$ cat config.mk
export PLATFORM = sky130hd
export DESIGN_NAME = alu_exec_unit
export DESIGN_NICKNAME = d
export VERILOG_FILES = /design/src/rtl/alu_exec_unit.sv
export SDC_FILE = /design/constraint.sdc
export NUM_CORES = 1
export LEC_CHECK = 0
export ABC_CLOCK_PERIOD_IN_PS = 3600
export BUFFER_PORTS_ARGS = -buffer_cell sky130_fd_sc_hd__buf_2
export CAP_MARGIN = 10
export CELL_PAD_IN_SITES_DETAIL_PLACEMENT = 1
export CELL_PAD_IN_SITES_GLOBAL_PLACEMENT = 1
export CORE_UTILIZATION = 37
export CTS_BUF_LIST = sky130_fd_sc_hd__clkbuf_16
export DETAILED_ROUTE_END_ITERATION = 7
export PLACE_DENSITY_LB_ADDON = 0.1
export SLEW_MARGIN = 20
export SYNTH_ARGS = -nofsm -noshare
export SYNTH_HDL_FRONTEND = slang
export SYNTH_SLANG_ARGS = --single-unit
$ cat constraint.sdc
create_clock -name clk -period 3.6 [get_ports clk]
set_input_delay 0.36 -clock clk [delete_from_list [all_inputs] [get_ports clk]]
set_output_delay 0.36 -clock clk [all_outputs]
set_load 0.05 [all_outputs]
$ cat src/rtl/alu_exec_unit.sv
// alu_exec_unit: registered execute stage of a single-cycle MIPS-style datapath.
//
// It combines the ALU-control decode (alu_op + funct), a WIDTH-bit ALU with a
// zero flag, and the branch-target adder. Every result is registered, so the
// outputs appear one clock after the inputs are presented.
//
// Ports:
//   clk, rst       rising-edge clock; synchronous active-high reset
//   in_valid       inputs valid this cycle
//   alu_op, funct  operation class from the main decoder; instruction[5:0]
//   operand_a/b    ALU operands
//   se_immediate   sign-extended instruction[15:0]
//   pc_next        PC+4
//   out_valid      registered in_valid
//   alu_ctrl       registered 4-bit ALU control code
//   alu_result     registered ALU result
//   zero           registered (alu_result == 0)
//   branch_target  registered pc_next + (se_immediate << 2)
//   illegal        registered: unsupported funct under alu_op=10
//   overflow       registered signed overflow for add/sub
//
// Build option: define ALU_OVERFLOW_DETECT_EN to enable signed-overflow
// detection. When it is undefined, overflow is the constant 0.
module alu_exec_unit #(
  parameter int WIDTH = 32
) (
  input  logic             clk,
  input  logic             rst,
  input  logic             in_valid,
  input  logic [1:0]       alu_op,
  input  logic [5:0]       funct,
  input  logic [WIDTH-1:0] operand_a,
  input  logic [WIDTH-1:0] operand_b,
  input  logic [WIDTH-1:0] se_immediate,
  input  logic [WIDTH-1:0] pc_next,
  output logic             out_valid,
  output logic [3:0]       alu_ctrl,
  output logic [WIDTH-1:0] alu_result,
  output logic             zero,
  output logic [WIDTH-1:0] branch_target,
  output logic             illegal,
  output logic             overflow
);

  logic [3:0]       ctrl_c;
  logic             illegal_c;
  logic [WIDTH-1:0] result_c;
  logic [WIDTH-1:0] target_c;

  logic             out_valid_d, out_valid_q;
  logic [3:0]       alu_ctrl_d, alu_ctrl_q;
  logic [WIDTH-1:0] alu_result_d, alu_result_q;
  logic             zero_d, zero_q;
  logic [WIDTH-1:0] branch_target_d, branch_target_q;
  logic             illegal_d, illegal_q;

  // ALU-control decode
  always_comb begin
    ctrl_c    = 4'b0010;
    illegal_c = 1'b0;
    unique case (alu_op)
      2'b00: ctrl_c = 4'b0010;
      2'b01: ctrl_c = 4'b0110;
      2'b11: ctrl_c = 4'b0001;
      default: begin
        unique case (funct)
          6'b100000: ctrl_c = 4'b0010;
          6'b100010: ctrl_c = 4'b0110;
          6'b100100: ctrl_c = 4'b0000;
          6'b100101: ctrl_c = 4'b0001;
          6'b100111: ctrl_c = 4'b1100;
          6'b101010: ctrl_c = 4'b0111;
          default: begin
            ctrl_c    = 4'b1111;
            illegal_c = 1'b1;
          end
        endcase
      end
    endcase
  end

  // ALU datapath; undefined codes (including 1111) produce 0
  always_comb begin
    result_c = '0;
    case (ctrl_c)
      4'b0000: result_c = operand_a & operand_b;
      4'b0001: result_c = operand_a | operand_b;
      4'b0010: result_c = operand_a + operand_b;
      4'b0110: result_c = operand_a - operand_b;
      4'b0111: result_c = {{(WIDTH-1){1'b0}}, ($signed(operand_a) < $signed(operand_b))};
      4'b1100: result_c = ~(operand_a | operand_b);
      default: result_c = '0;
    endcase
  end

  // Shifting the whole word keeps every immediate bit in use; the two bits
  // shifted out are only sign copies anyway.
  assign target_c = pc_next + (se_immediate << 2);

  // Data registers hold while no valid input is presented.
  always_comb begin
    out_valid_d     = in_valid;
    alu_ctrl_d      = alu_ctrl_q;
    alu_result_d    = alu_result_q;
    zero_d          = zero_q;
    branch_target_d = branch_target_q;
    illegal_d       = illegal_q;
    if (in_valid) begin
      alu_ctrl_d      = ctrl_c;
      alu_result_d    = result_c;
      zero_d          = (result_c == '0);
      branch_target_d = target_c;
      illegal_d       = illegal_c;
    end
  end

  always_ff @(posedge clk) begin
    if (rst) begin
      out_valid_q     <= 1'b0;
      alu_ctrl_q      <= '0;
      alu_result_q    <= '0;
      zero_q          <= 1'b0;
      branch_target_q <= '0;
      illegal_q       <= 1'b0;
    end else begin
      out_valid_q     <= out_valid_d;
      alu_ctrl_q      <= alu_ctrl_d;
      alu_result_q    <= alu_result_d;
      zero_q          <= zero_d;
      branch_target_q <= branch_target_d;
      illegal_q       <= illegal_d;
    end
  end

  assign out_valid     = out_valid_q;
  assign alu_ctrl      = alu_ctrl_q;
  assign alu_result    = alu_result_q;
  assign zero          = zero_q;
  assign branch_target = branch_target_q;
  assign illegal       = illegal_q;

`ifdef ALU_OVERFLOW_DETECT_EN
  logic overflow_c;
  logic overflow_d, overflow_q;

  // Signed overflow is judged purely on sign bits of operands and result.
  always_comb begin
    overflow_c = 1'b0;
    if (ctrl_c == 4'b0010)
      overflow_c = (operand_a[WIDTH-1] == operand_b[WIDTH-1]) &&
                   (result_c[WIDTH-1] != operand_a[WIDTH-1]);
    else if (ctrl_c == 4'b0110)
      overflow_c = (operand_a[WIDTH-1] != operand_b[WIDTH-1]) &&
                   (result_c[WIDTH-1] != operand_a[WIDTH-1]);
  end

  always_comb begin
    overflow_d = overflow_q;
    if (in_valid) overflow_d = overflow_c;
  end

  always_ff @(posedge clk) begin
    if (rst) overflow_q <= 1'b0;
    else     overflow_q <= overflow_d;
  end

  assign overflow = overflow_q;
`else
  assign overflow = 1'b0;
`endif

endmodule

Word level (Yosys, flattened, before mapping) --
Cells that the tools add are included.
Word-level totals: output and inout port bits 72, register bits 71, logic and storage cells 36, input bits 139
Operators by class: $add $sub $neg 3, mux-type cells 5, eq/ne operators 13, order comparisons 1, reductions and logical operators 5, bitwise gates (word level) 3
Operators by type and width (count):
- $pmux 32 s6 | 1
- $add 32x32->32 | 2
- $eq 6x6->1 const B | 6
- $and 32x32->32 | 1
- $logic_not 32->1 | 1
- $lt 32x32->1 | 1
- $not 32->32 | 1
- $or 32x32->32 | 1
- $sub 32x32->32 | 1
- $pmux 4 s6 | 1
- $pmux 4 s3 | 1
- $eq 4x3->1 const B | 2
- $reduce_or 6->1 | 1
- $eq 4x1->1 const B | 1
- $eq 4x2->1 const B | 1
- $eq 4x4->1 const B | 1
- $logic_not 4->1 | 1
- $reduce_or 3->1 | 1
- $eq 2x1->1 const B | 1
- $eq 2x2->1 const B | 1
- $logic_not 2->1 | 1
- $mux 1 | 2

Logic depth before layout (Yosys ltp) --
Gate-level depths: netlist of run 1.
depth after elaboration 6, mapped depth 15, depth with buffers taken out 15

Worst setup path before layout of run 1 --
OpenSTA, ideal clock, no wires.
path kind input to register, start point input operand_a[0], end point register zero_q (netlist: zero), cell stages on the path 15, arrival 3377 ps, required time 3538 ps, setup slack 161 ps, library setup time 62 ps, buffers on the path 0, cells stage by stage ha_1 -> inv_1 -> fa_1 -> and2b_1 -> o31a_1 -> o21ai_1 -> o31ai_4 -> a31oi_1 -> and2_1 -> o41a_1 -> a211o_1 -> o311a_1 -> a211oi_2 -> and4_1 -> a32o_1
Between the ends: longest elaborated chain between the ends 4
Ends and longest elaborated chain:
- start, declared | RTL line 32 | input logic [WIDTH-1:0] operand_a,
- branches (longest 2 deep; another with $sub 32x32->32)
- $pmux 32 s6 * | RTL line 85 | case (ctrl_c)
- $logic_not 32->1 * | RTL line 111 | zero_d = (result_c == '0);
- end signal, assigned | RTL line 129 | zero_q <= zero_d;
- end, declared | RTL line 53 | logic zero_d, zero_q;
Mark *: on every way between the ends. A chain may end at the register's enable or synchronous reset.

Worst setup path in the final report of run 1 --
start point input operand_a[12], end point register zero_q (netlist: zero)
The elaborated chain is that of the path after synthesis.

==> implementation parameters, run 1 <==
Parameter                              Value

Timing
  Minimum setup slack in the final design    approximately 0.092 ns
  Max-slew violations    0
  Max Clock Freq    0.2851 GHz
  Final hold viol count    0
  Clock skew    0 ns
  Setup total negative slack    0 ns
  Tmin final    3.508 ns
  Least-Margin Pin Slew    0.7785 ns
  Setup repair after global routing missed its margin    true
  Worst slack on hold paths    0.2356 ns
  Number of endpoints failing setup at the final stage    0
  Max-slew headroom    0.4791
  Crit share post-route    0.9744

Synth
  Most frequently used flop master after synthesis    dfxtp_1
  Async set or reset register ratio after synthesis    0
  Yosys Warn Count    0
  Net count after synthesis    1506
  Total of flip-flops plus latches after synthesis    slightly above 70
  Synthesized instance count    1235
  Synth unique cells    92
  Combined area of all synthesized cells    0.009228 mm2
  Synthesized area per cell    7.472 um2
  Number of enable-type register cells in the synthesized netlist    0
  Fraction of the yosys area taken by sequential cells    0.1540

Finish
  Post-layout nets    1879
  N_diodes    0
  Most common cell after layout, fill and taps aside    buf_4
  Most used cells in the layout excluding fill and tap cells    buf_4, buf_2, nor2_1
  Non-Filler Cell Area, Final    0.01269 mm2
  Fill cell total of the finished layout    3152
  Synthesis-to-finish area growth    37.49%
  Number of standard cells in the layout, taps in and fillers out    1937
  Share of cells above drive strength 1    0.3236

Worst hold path
  Worst min path class    in -> reg

Floorplanning
  Die outline area    0.02557 mm2
  Initial Util    0.3783
  Die Span Y    159.9 um
  Die Wd    159.9 um
  Area of the core region    roughly 0.024 mm2
  Total I/O pin count    211
  Std cell rows    57

Detailed routing
  DRT iter0 DRCs    approximately 660
  Final antenna-violating net count    0
  Number of vias per cell after detailed routing    5.612
  Post-route DRC    0
  Average detailed-routed wire length per instance    19.43 um
  Detailed-routing iteration count for the pre-antenna-repair pass    5
  Final wirelength    37640 um
  Count of vias placed by the detailed router    ~11k

Critical path
  CP startpoint kind    input pin
  Maximum cell stage delay along the critical path    a little over 0.6 ns
  Register-to-Register Setup Slack    between 2 and 3 ns
  CP delay by family, top    compound AO/OA/AOI/OAI gates
  Arrival time of data at the critical path endpoint    ~3.8 ns
  Element type at the critical path end    register
  Crit-path max FO    4
  Count of buffering cells on the critical path with inverters included    3
  Critical path start-end classification    in -> reg
  Required @ worst endpoint    3.89 ns
  Cells traversed along the worst timing path    buf_2, inv_1, ha_1, and2_1, a221o_1, a21oi_1, buf_4, o31ai_4, a31oi_4, o221ai_1, a2111oi_1, a2bb2oi_2, nand3b_1, nor4_2, and4_1, a32o_1
  Crit-path slowest cell    a2111oi_1

Global routing
  Via count of the first global-routing pass    11.03k
  Global-route congestion overflow total    0
  First-pass GRT wire length    approximately 59000 um
  Maximum number of pins on one net before global-route repair    59
  Antenna violations before repair    0
  Combined global-route utilization of all metal layers    0.2879

Clocking
  Clock slew at the register clock pins of the worst setup and hold paths    0.08 ns
  Number of CTS-inserted buffers    9
  Number of levels in the clock H-tree    3
  CTS tree    done
  Number of sinks handled by clock tree synthesis    71
  Cell chosen for the clock root    clkbuf_16
  Clk_lat worst skew    0.36 ns
  Number of buffers inserted by hold repair at cts    0
  Max clock buf depth    2

Place
  Final Wtd Congestion    0.9273
  Inst Count DP    1914
  Minimum setup slack after placement    -0.4675 ns
  I/O Buffers    207
  Instance area at placement    0.01206 mm2
  Estimated wirelength of the detail-placed design    29800 um

Run
  Max cap viols    0

Pwr
  Leakage power figure    just over 6 nW
  Largest vdd supply drop    0.1953 mV
  Power density of the placed cells    323.4 mW/mm2

Status
  Run status    finished clean
cell usage after synthesis (12+ instances only):
cell type  count  share of area
xnor2_1       19          0.018
mux2i_1       21          0.023
a211oi_1      42          0.034
nand2b_1      20          0.014
o21ai_0       59          0.032
nor3_1        28          0.015
ha_1         129           0.17
a221oi_1      13          0.012
o21ai_1       14         0.0076
o221ai_1      13          0.012
nor2b_1       16          0.011
nand2_1       55          0.022
o21bai_1      15          0.012
a21oi_1       95          0.052
nor2_1       146          0.059
dfxtp_1       71           0.15
a21o_1        28          0.023
inv_1        107          0.044
buf_2         22          0.012
clkbuf_1      36          0.015
nand3_1       23          0.012
a22oi_1       24          0.020
a31oi_1       12         0.0081
through the flow:
stage / utilization / total power [mW]
final: 0.5202 / 4.104
after global routing: 0.5202 / 4.319
after CTS: 0.5090 / 4.044
after detailed placement: 0.4945 / 2.951
after global placement: 0.4945 / 2.910
after floorplan: - / 2.136
what timing repair did:
action	in CTS	in global routing
setup buffers	0	8
resized for setup	6	49
pin swaps	0	22
setup endpoints to repair	1	5
layout make-up:
| cell class | instances | area, um2 | share of cell area |
|---|---|---|---|
| sequential | 71 | 1421 | 0.1120 |
| tap | 324 | 405.4 | 0.03195 |
| inverter | 112 | 425.4 | 0.03353 |
| clock inverter | 7 | 96.34 | 0.007594 |
| multi-input combinational | 984 | 7357 | 0.5799 |
| clock buffer | 9 | 225.2 | 0.01775 |
| timing repair buffer | 430 | 2756 | 0.2173 |
cells by family after synthesis:
logic type	count (synthesis)	share of synthesized area
AOI/OAI and AO/OA	450	0.3516
xor gates and xnor gates	27	0.02563
adders and majority gates	132	0.1814
buffers and inverters	180	0.07824
DFF	71	0.1540
muxes	21	0.02278
other	1	0.0004064
and+or+nand+nor	353	0.1859
worst min-delay path: stages:
cell     delay [ns]
buf_2          0.07
mux2i_1        0.05
nor2_1         0.07
power by group:
group / internal, mW / switching [mW] / total, mW
Sequential: 0.860 / 0.0374 / 0.897
Combinational: 0.867 / 1.27 / 2.14
Clock: 0.612 / 0.457 / 1.07
Total: 2.34 / 1.76 / 4.10
worst paths after layout:
path                                          to  depth (start not counted)                      startpoint
hold reg to reg       alu_result[5]$_SDFFE_PP0P_                          2      alu_result[5]$_SDFFE_PP0P_
setup / recovery               zero$_SDFFE_PP0P_                         16                   operand_a[12]
setup reg to reg  branch_target[31]$_SDFFE_PP0P_                          3  branch_target[31]$_SDFFE_PP0P_
hold / removal     branch_target[1]$_SDFFE_PP0P_                          3                      pc_next[1]
flip-flops by register name (all words and copies together), names as in the netlist:
signal and flops:
alu_result 32, branch_target 32, alu_ctrl 4, illegal 1, out_valid 1, zero 1
routing by layer:
layer | wire [um] | track usage | share of wire | vias up
met2 | 18020 | 0.4917 | 0.48 | 250
met4 | 659 | 0.07359 | 0.018 | 0
met5 | 0 | 0 | 0 | -
met1 | 17600 | 0.3843 | 0.47 | 5297
met3 | 1361 | 0.03013 | 0.036 | 39
li1 | - | - | - | 5284
(Power assumes the default switching activity.)
==> inputs of run 2 (changes only) <==
Settings changed: CORE_MARGIN from default to 4.
==> implementation parameters, run 2 (same netlist as run 1, synthesis figures left out) <==
Parameter                              Value

Pwr
  Largest vdd supply drop    0.1911 mV (was 0.1953 mV)
  Switching share of power    0.4359 (was 0.4301)
  Power density of the placed cells    316.4 mW/mm2 (was 323.4 mW/mm2)
  Internal power of the cells    2.252 mW (was 2.339 mW)
  Switch Pwr    1.741 mW (was 1.765 mW)
  Leakage power figure    6.191 nW (was 6.190 nW)
  Portion of total power attributed to combinational logic    0.530 (was 0.521)
  Sequential power share    0.225 (was 0.219)
  Clock group share of total power    0.245 (was 0.261)

Critical path
  Arrival time of data at the critical path endpoint    3.84 ns (was 3.80 ns)
  Count of buffering cells on the critical path with inverters included    3 (unchanged)
  CP startpoint kind    input pin (unchanged)
  Maximum cell stage delay along the critical path    0.41 ns (was 0.62 ns)
  Crit-path slowest cell    o41a_1 (was a2111oi_1)
  Startpoint of the most critical register-to-register path    branch_target[31]$_SDFFE_PP0P_ (unchanged)
  Cells traversed along the worst timing path    buf_2, ha_1, inv_1, fa_2, and2b_1, o31a_1, o21ai_2, o31ai_4, a31oi_4, buf_4, and2_1, o41a_1, a211o_1, o311a_1, a211oi_2, and4_1, a32o_1 (was buf_2, inv_1, ha_1, and2_1, a221o_1, a21oi_1, buf_4, o31ai_4, a31oi_4, o221ai_1, a2111oi_1, a2bb2oi_2, nand3b_1, nor4_2, and4_1, a32o_1)
  Reg-to-reg critical path endpoint    branch_target[31]$_SDFFE_PP0P_ (unchanged)
  Element type at the critical path end    register (unchanged)
  Critical path start-end classification    in -> reg (unchanged)
  CP delay by family, top    compound AO/OA/AOI/OAI gates (unchanged)
  Register-to-Register Setup Slack    2.70 ns (was 2.68 ns)
  Depth of the most critical reg-to-reg path    3 (unchanged)
  Required @ worst endpoint    3.89 ns (about the same)
  Crit-path max FO    3 (was 4)

Clocking
  Clk_lat worst skew    0.35 ns (was 0.36 ns)
  Max clock buf depth    2 (unchanged)
  Cell chosen for the clock root    clkbuf_16 (unchanged)
  Number of buffers inserted by hold repair at cts    0 (unchanged)
  Number of CTS-inserted buffers    9 (unchanged)
  Number of levels in the clock H-tree    3 (unchanged)
  Clock slew at the register clock pins of the worst setup and hold paths    0.07 ns (was 0.08 ns)
  CTS tree    done (unchanged)
  Number of sinks handled by clock tree synthesis    71 (unchanged)

Floorplanning
  Die outline area    0.02753 mm2 (was 0.02557 mm2)
  Initial Util    0.3772 (was 0.3783)
  Die Span Y    165.9 um (was 159.9 um)
  Total I/O pin count    211 (unchanged)
  Area of the core region    0.02446 mm2 (was 0.02439 mm2)
  Die Wd    165.9 um (was 159.9 um)
  Std cell rows    57 (unchanged)

Worst hold path
  End point of the worst hold path    branch_target[1]$_SDFFE_PP0P_ (unchanged)
  Startpoint of the lowest-slack hold path    pc_next[1] (unchanged)
  Cell depth of the worst hold path    3 (unchanged)
  Worst min path class    in -> reg (unchanged)

Place
  Final Wtd Congestion    0.9161 (was 0.9273)
  I/O Buffers    207 (unchanged)
  Estimated wirelength of the detail-placed design    30100 um (was 29800 um)
  Inst Count DP    1918 (was 1914)

Detailed routing
  Final antenna-violating net count    0 (unchanged)
  DRT iter0 DRCs    598 (was 658)
  Post-route DRC    0 (unchanged)
  Number of vias per cell after detailed routing    5.658 (was 5.612)
  Count of vias placed by the detailed router    10.96k (was 10.87k)
  Average detailed-routed wire length per instance    19.39 um (was 19.43 um)
  Detailed-routing iteration count for the pre-antenna-repair pass    5 (unchanged)
  Final wirelength    37560 um (was 37640 um)

Timing
  Final hold viol count    0 (unchanged)
  Crit share post-route    0.9839 (was 0.9744)
  Max Clock Freq    0.2823 GHz (was 0.2851 GHz)
  Number of endpoints failing setup at the final stage    0 (unchanged)
  Max-slew violations    0 (unchanged)
  Least-Margin Pin Slew    1.164 ns (was 0.7785 ns)
  Tmin final    3.542 ns (was 3.508 ns)
  Setup repair after global routing missed its margin    true (unchanged)
  Max-slew headroom    0.2183 (was 0.4791)
  Worst slack on hold paths    0.2673 ns (was 0.2356 ns)
  Clock skew    0 ns (unchanged)

Status
  Run status    finished clean (unchanged)

Global routing
  Via count of the first global-routing pass    11.41k (was 11.03k)
  Antenna violations before repair    1 (was 0)
  Maximum number of pins on one net before global-route repair    59 (unchanged)
  Combined global-route utilization of all metal layers    0.2597 (was 0.2879)
  First-pass GRT wire length    59570 um (was 59020 um)
  Global-route congestion overflow total    0 (unchanged)

Finish
  Share of cells above drive strength 1    0.3162 (was 0.3236)
  Most used cells in the layout excluding fill and tap cells    buf_4, buf_2, nor2_1 (unchanged)
  Number of standard cells in the layout, taps in and fillers out    1937 (unchanged)
  N_diodes    0 (unchanged)
  Synthesis-to-finish area growth    36.73% (was 37.49%)
  Post-layout nets    1880 (was 1879)
  Most common cell after layout, fill and taps aside    buf_4 (unchanged)

Run
  Max cap viols    0 (unchanged)
[run 2: changes by cell type in the layout (fill, tap and decap cells not counted), moves of 3 or more]
cell    delta
inv_1      +3
ha_4       -4
ha_1       +5
nor3_2     +3
[run 2: cell type report]
type | count | area (um2)
Tap cell | 324 | 405.4
Clock buffer | 9 | 225.2
Timing Repair Buffer | 431 | 2786
Sequential cell | 71 | 1421
Inverter | 112 | 420.4
Clock inverter | 6 | 61.31
Multi-Input combinational cell | 984 | 7297
Fill cell | 3160 | 11850
[run 2: how the worst max path moves through the flow]
stage            startpoint                end  slack, ns  cells past startpoint
3_3_place_gp   operand_a[0]  zero$_SDFFE_PP0P_      -0.33                     17
4_1_cts        operand_a[0]  zero$_SDFFE_PP0P_      0.006                     17
6_report       operand_b[0]  zero$_SDFFE_PP0P_       0.06                     17
5_1_grt        operand_b[0]  zero$_SDFFE_PP0P_      -0.10                     17
3_5_place_dp   operand_a[0]  zero$_SDFFE_PP0P_      -0.48                     17
2_1_floorplan  operand_a[0]  zero$_SDFFE_PP0P_       0.16                     15
[run 2: metrics by stage]
step | area [um2] | total power [mW] | setup TNS [ns] | setup slack [ns] | utilization
after global routing | 12620 | 4.227 | -0.1747 | -0.1006 | 0.5158
after detailed placement | 12110 | 2.958 | -1.690 | -0.4783 | 0.4951
after CTS | 12440 | 3.953 | 0 | 0.006080 | 0.5085
after global placement | 12110 | 2.913 | -1.036 | -0.3271 | 0.4951
final | 12620 | 3.993 | 0 | 0.05796 | 0.5158
after floorplan | 9228 | 2.136 | 0 | 0.1607 | -
[run 2: timing repair]
item,4_1_cts,5_1_grt
setup buffers,0,4
pin swaps,1,20
setup endpoints to repair,2,4
resized for setup,7,31
[run 2: routing by layer]
layer  global-route usage  part of all wire
met5                    0           0.00037
met4              0.07676             0.027
met3              0.03261             0.045
met2               0.4492              0.48
met1               0.3389              0.45
[run 2: worst register-to-register path: cells and delay by family, from the launching register on]
| kind | cells | cell delay [ns] |
|---|---|---|
| AO/OA/AOI/OAI | 3 | 0.48 |
| flip-flops | 1 | 0.34 |
[run 2: power groups by stage]
| stage | sequential, mW | combinational [mW] | clock (mW) |
|---|---|---|---|
| detailed placement | 0.916 | 2.04 | 0 |
| floorplan | 1.17 | 0.966 | 0 |
| global route | 0.909 | 2.29 | 1.03 |
| CTS | 0.899 | 2.07 | 0.989 |
| finish | 0.898 | 2.12 | 0.979 |
| global placement | 0.913 | 2.00 | 0 |
==> inputs of run 3 (changes only) <==
Settings changed: CTS_BUF_LIST sky130_fd_sc_hd__clkbuf_16 to sky130_fd_sc_hd__clkbuf_4 sky130_fd_sc_hd__clkbuf_8 sky130_fd_sc_hd__clkbuf_16, CTS_CLUSTER_DIAMETER from default to 50.
==> implementation parameters, run 3 (same netlist as run 1, synthesis figures left out) <==
Parameter                              Value

Status
  Run status    finished clean (unchanged)

Place
  Final Wtd Congestion    0.9161 (unchanged)
  I/O Buffers    207 (unchanged)
  Inst Count DP    1918 (unchanged)
  Estimated wirelength of the detail-placed design    30100 um (unchanged)
  Minimum setup slack after placement    -0.4783 ns (unchanged)

Finish
  Fill cell total of the finished layout    3159 (was 3160)
  Most used cells in the layout excluding fill and tap cells    buf_4, buf_2, nor2_1 (unchanged)
  N_diodes    0 (unchanged)
  Most common cell after layout, fill and taps aside    buf_4 (unchanged)
  Synthesis-to-finish area growth    36.96% (was 36.73%)
  Number of standard cells in the layout, taps in and fillers out    1937 (unchanged)
  Post-layout nets    1880 (unchanged)
  Share of cells above drive strength 1    0.3174 (was 0.3162)

Detailed routing
  DRT iter0 DRCs    678 (was 598)
  Final wirelength    37800 um (was 37560 um)
  Number of vias per cell after detailed routing    5.629 (was 5.658)
  Detailed-routing iteration count for the pre-antenna-repair pass    5 (unchanged)
  Final antenna-violating net count    0 (unchanged)
  Count of vias placed by the detailed router    10.90k (was 10.96k)
  Post-route DRC    0 (unchanged)
  Average detailed-routed wire length per instance    19.51 um (was 19.39 um)

Floorplanning
  Initial Util    0.3772 (unchanged)
  Std cell rows    57 (unchanged)
  Die Wd    165.9 um (unchanged)
  Die outline area    0.02753 mm2 (unchanged)
  Area of the core region    0.02446 mm2 (unchanged)
  Die Span Y    165.9 um (unchanged)
  Total I/O pin count    211 (unchanged)

Clocking
  Number of sinks handled by clock tree synthesis    71 (unchanged)
  Clock slew at the register clock pins of the worst setup and hold paths    0.08 ns (was 0.07 ns)
  Clk_lat worst skew    0.34 ns (was 0.35 ns)
  Max clock buf depth    2 (unchanged)
  Number of CTS-inserted buffers    9 (unchanged)
  Number of levels in the clock H-tree    3 (unchanged)
  CTS tree    done (unchanged)
  Cell chosen for the clock root    clkbuf_16 (unchanged)
  Number of buffers inserted by hold repair at cts    0 (unchanged)

Critical path
  Startpoint of the most critical setup path    operand_b[0] (unchanged)
  Required @ worst endpoint    3.90 ns (was 3.89 ns)
  Startpoint of the most critical register-to-register path    branch_target[31]$_SDFFE_PP0P_ (unchanged)
  Critical path start-end classification    in -> reg (unchanged)
  End point of the critical path    zero$_SDFFE_PP0P_ (unchanged)
  Reg-to-reg critical path endpoint    branch_target[31]$_SDFFE_PP0P_ (unchanged)
  Crit-path max FO    3 (unchanged)
  Element type at the critical path end    register (unchanged)
  Depth of the most critical reg-to-reg path    3 (unchanged)
  Arrival time of data at the critical path endpoint    3.84 ns (about the same)
  Register-to-Register Setup Slack    2.70 ns (about the same)
  CP startpoint kind    input pin (unchanged)

Run
  Max cap viols    0 (unchanged)

Timing
  Crit share post-route    0.9839 (about the same)
  Max-slew violations    0 (unchanged)
  Minimum setup slack in the final design    0.05782 ns (was 0.05796 ns)
  Worst slack on hold paths    0.2680 ns (was 0.2673 ns)
  Number of endpoints failing setup at the final stage    0 (unchanged)
  Max-slew headroom    0.2181 (was 0.2183)
  Max Clock Freq    0.2823 GHz (about the same)
  Setup repair after global routing missed its margin    true (unchanged)
  Least-Margin Pin Slew    1.164 ns (about the same)
  Tmin final    3.542 ns (about the same)
  Final hold viol count    0 (unchanged)
  Clock skew    0 ns (unchanged)

Pwr
  Design Power    4.035 mW (was 3.993 mW)
  Leakage power figure    6.203 nW (was 6.191 nW)
  Largest vdd supply drop    0.1958 mV (was 0.1911 mV)
  Power density of the placed cells    319.3 mW/mm2 (was 316.4 mW/mm2)

Global routing
  Maximum number of pins on one net before global-route repair    59 (unchanged)
  Global-route congestion overflow total    0 (unchanged)
  Via count of the first global-routing pass    11.40k (was 11.41k)
  Combined global-route utilization of all metal layers    0.2606 (was 0.2597)
  First-pass GRT wire length    59800 um (was 59570 um)
  Antenna violations before repair    1 (unchanged)

Worst hold path
  Worst min path class    in -> reg (unchanged)
==> run 3: timing repair <==
item,4_1_cts,5_1_grt
setup endpoints to repair,2,4
buffers inserted,0,4
gates resized for setup,7,31
pin swaps,1,18
==> run 3: worst min path at each step <==
stage	start	end	slack [ns]	cells after the start
after floorplan	pc_next[0]	branch_target[0]$_SDFFE_PP0P_	0.51	2
after global placement	branch_target[26]$_SDFFE_PP0P_	branch_target[26]$_SDFFE_PP0P_	0.45	2
after detailed placement	branch_target[26]$_SDFFE_PP0P_	branch_target[26]$_SDFFE_PP0P_	0.46	2
after CTS	pc_next[1]	branch_target[1]$_SDFFE_PP0P_	0.26	3
after global routing	pc_next[1]	branch_target[1]$_SDFFE_PP0P_	0.27	3
final	pc_next[1]	branch_target[1]$_SDFFE_PP0P_	0.27	3
==> run 3: final cells by class <==
| type | count | area, um2 | area share |
|---|---|---|---|
| flip-flops and latches | 71 | 1421 | 0.1125 |
| well taps | 324 | 405.4 | 0.03208 |
| inverters | 112 | 420.4 | 0.03326 |
| clock buffers | 11 | 252.7 | 0.02000 |
| multi-input cells | 984 | 7298 | 0.5775 |
| clock inverters | 4 | 53.80 | 0.004257 |
| repair buffers | 431 | 2786 | 0.2205 |
==> run 3: per-layer routing <==
layer / wire [um] / vias to the layer above / track usage
met1: 17100 / 5270 / 0.3396
met4: 939 / 2 / 0.07030
li1: - / 5291 / -
met3: 1657 / 56 / 0.03428
met5: 14 / - / 0
met2: 18080 / 285 / 0.4533
==> run 3: per-stage QoR <==
| stage | cell area [um2] | TNS (ns) | utilization |
|---|---|---|---|
| final | 12640 | 0 | 0.5166 |
| after global routing | 12640 | -0.1467 | 0.5166 |
| after CTS | 12460 | 0 | 0.5093 |
| after detailed placement | 12110 | -1.690 | 0.4951 |
| after global placement | 12110 | -1.036 | 0.4951 |
| after floorplan | 9228 | 0 | - |
==> run 3: critical path: stages <==
cell and delay, ns:
buf_2 0.12, ha_1 0.18, inv_1 0.08, fa_2 0.35
and2b_1 0.23, o31a_1 0.21, buf_4 0.14, a21oi_1 0.04
a221oi_1 0.41, o2111ai_1 0.20, nor4_2 0.33, nand4_1 0.12
nor2_1 0.17, nand3_1 0.12, nor4_2 0.27, buf_4 0.15
and4_1 0.20, a32o_1 0.16
==> run 3: where the power goes <==
group	leakage [nW]	internal [mW]	switching, mW
Sequential	0.588	0.860	0.0385
Combinational	5.47	0.859	1.26
Clock	0.144	0.576	0.438
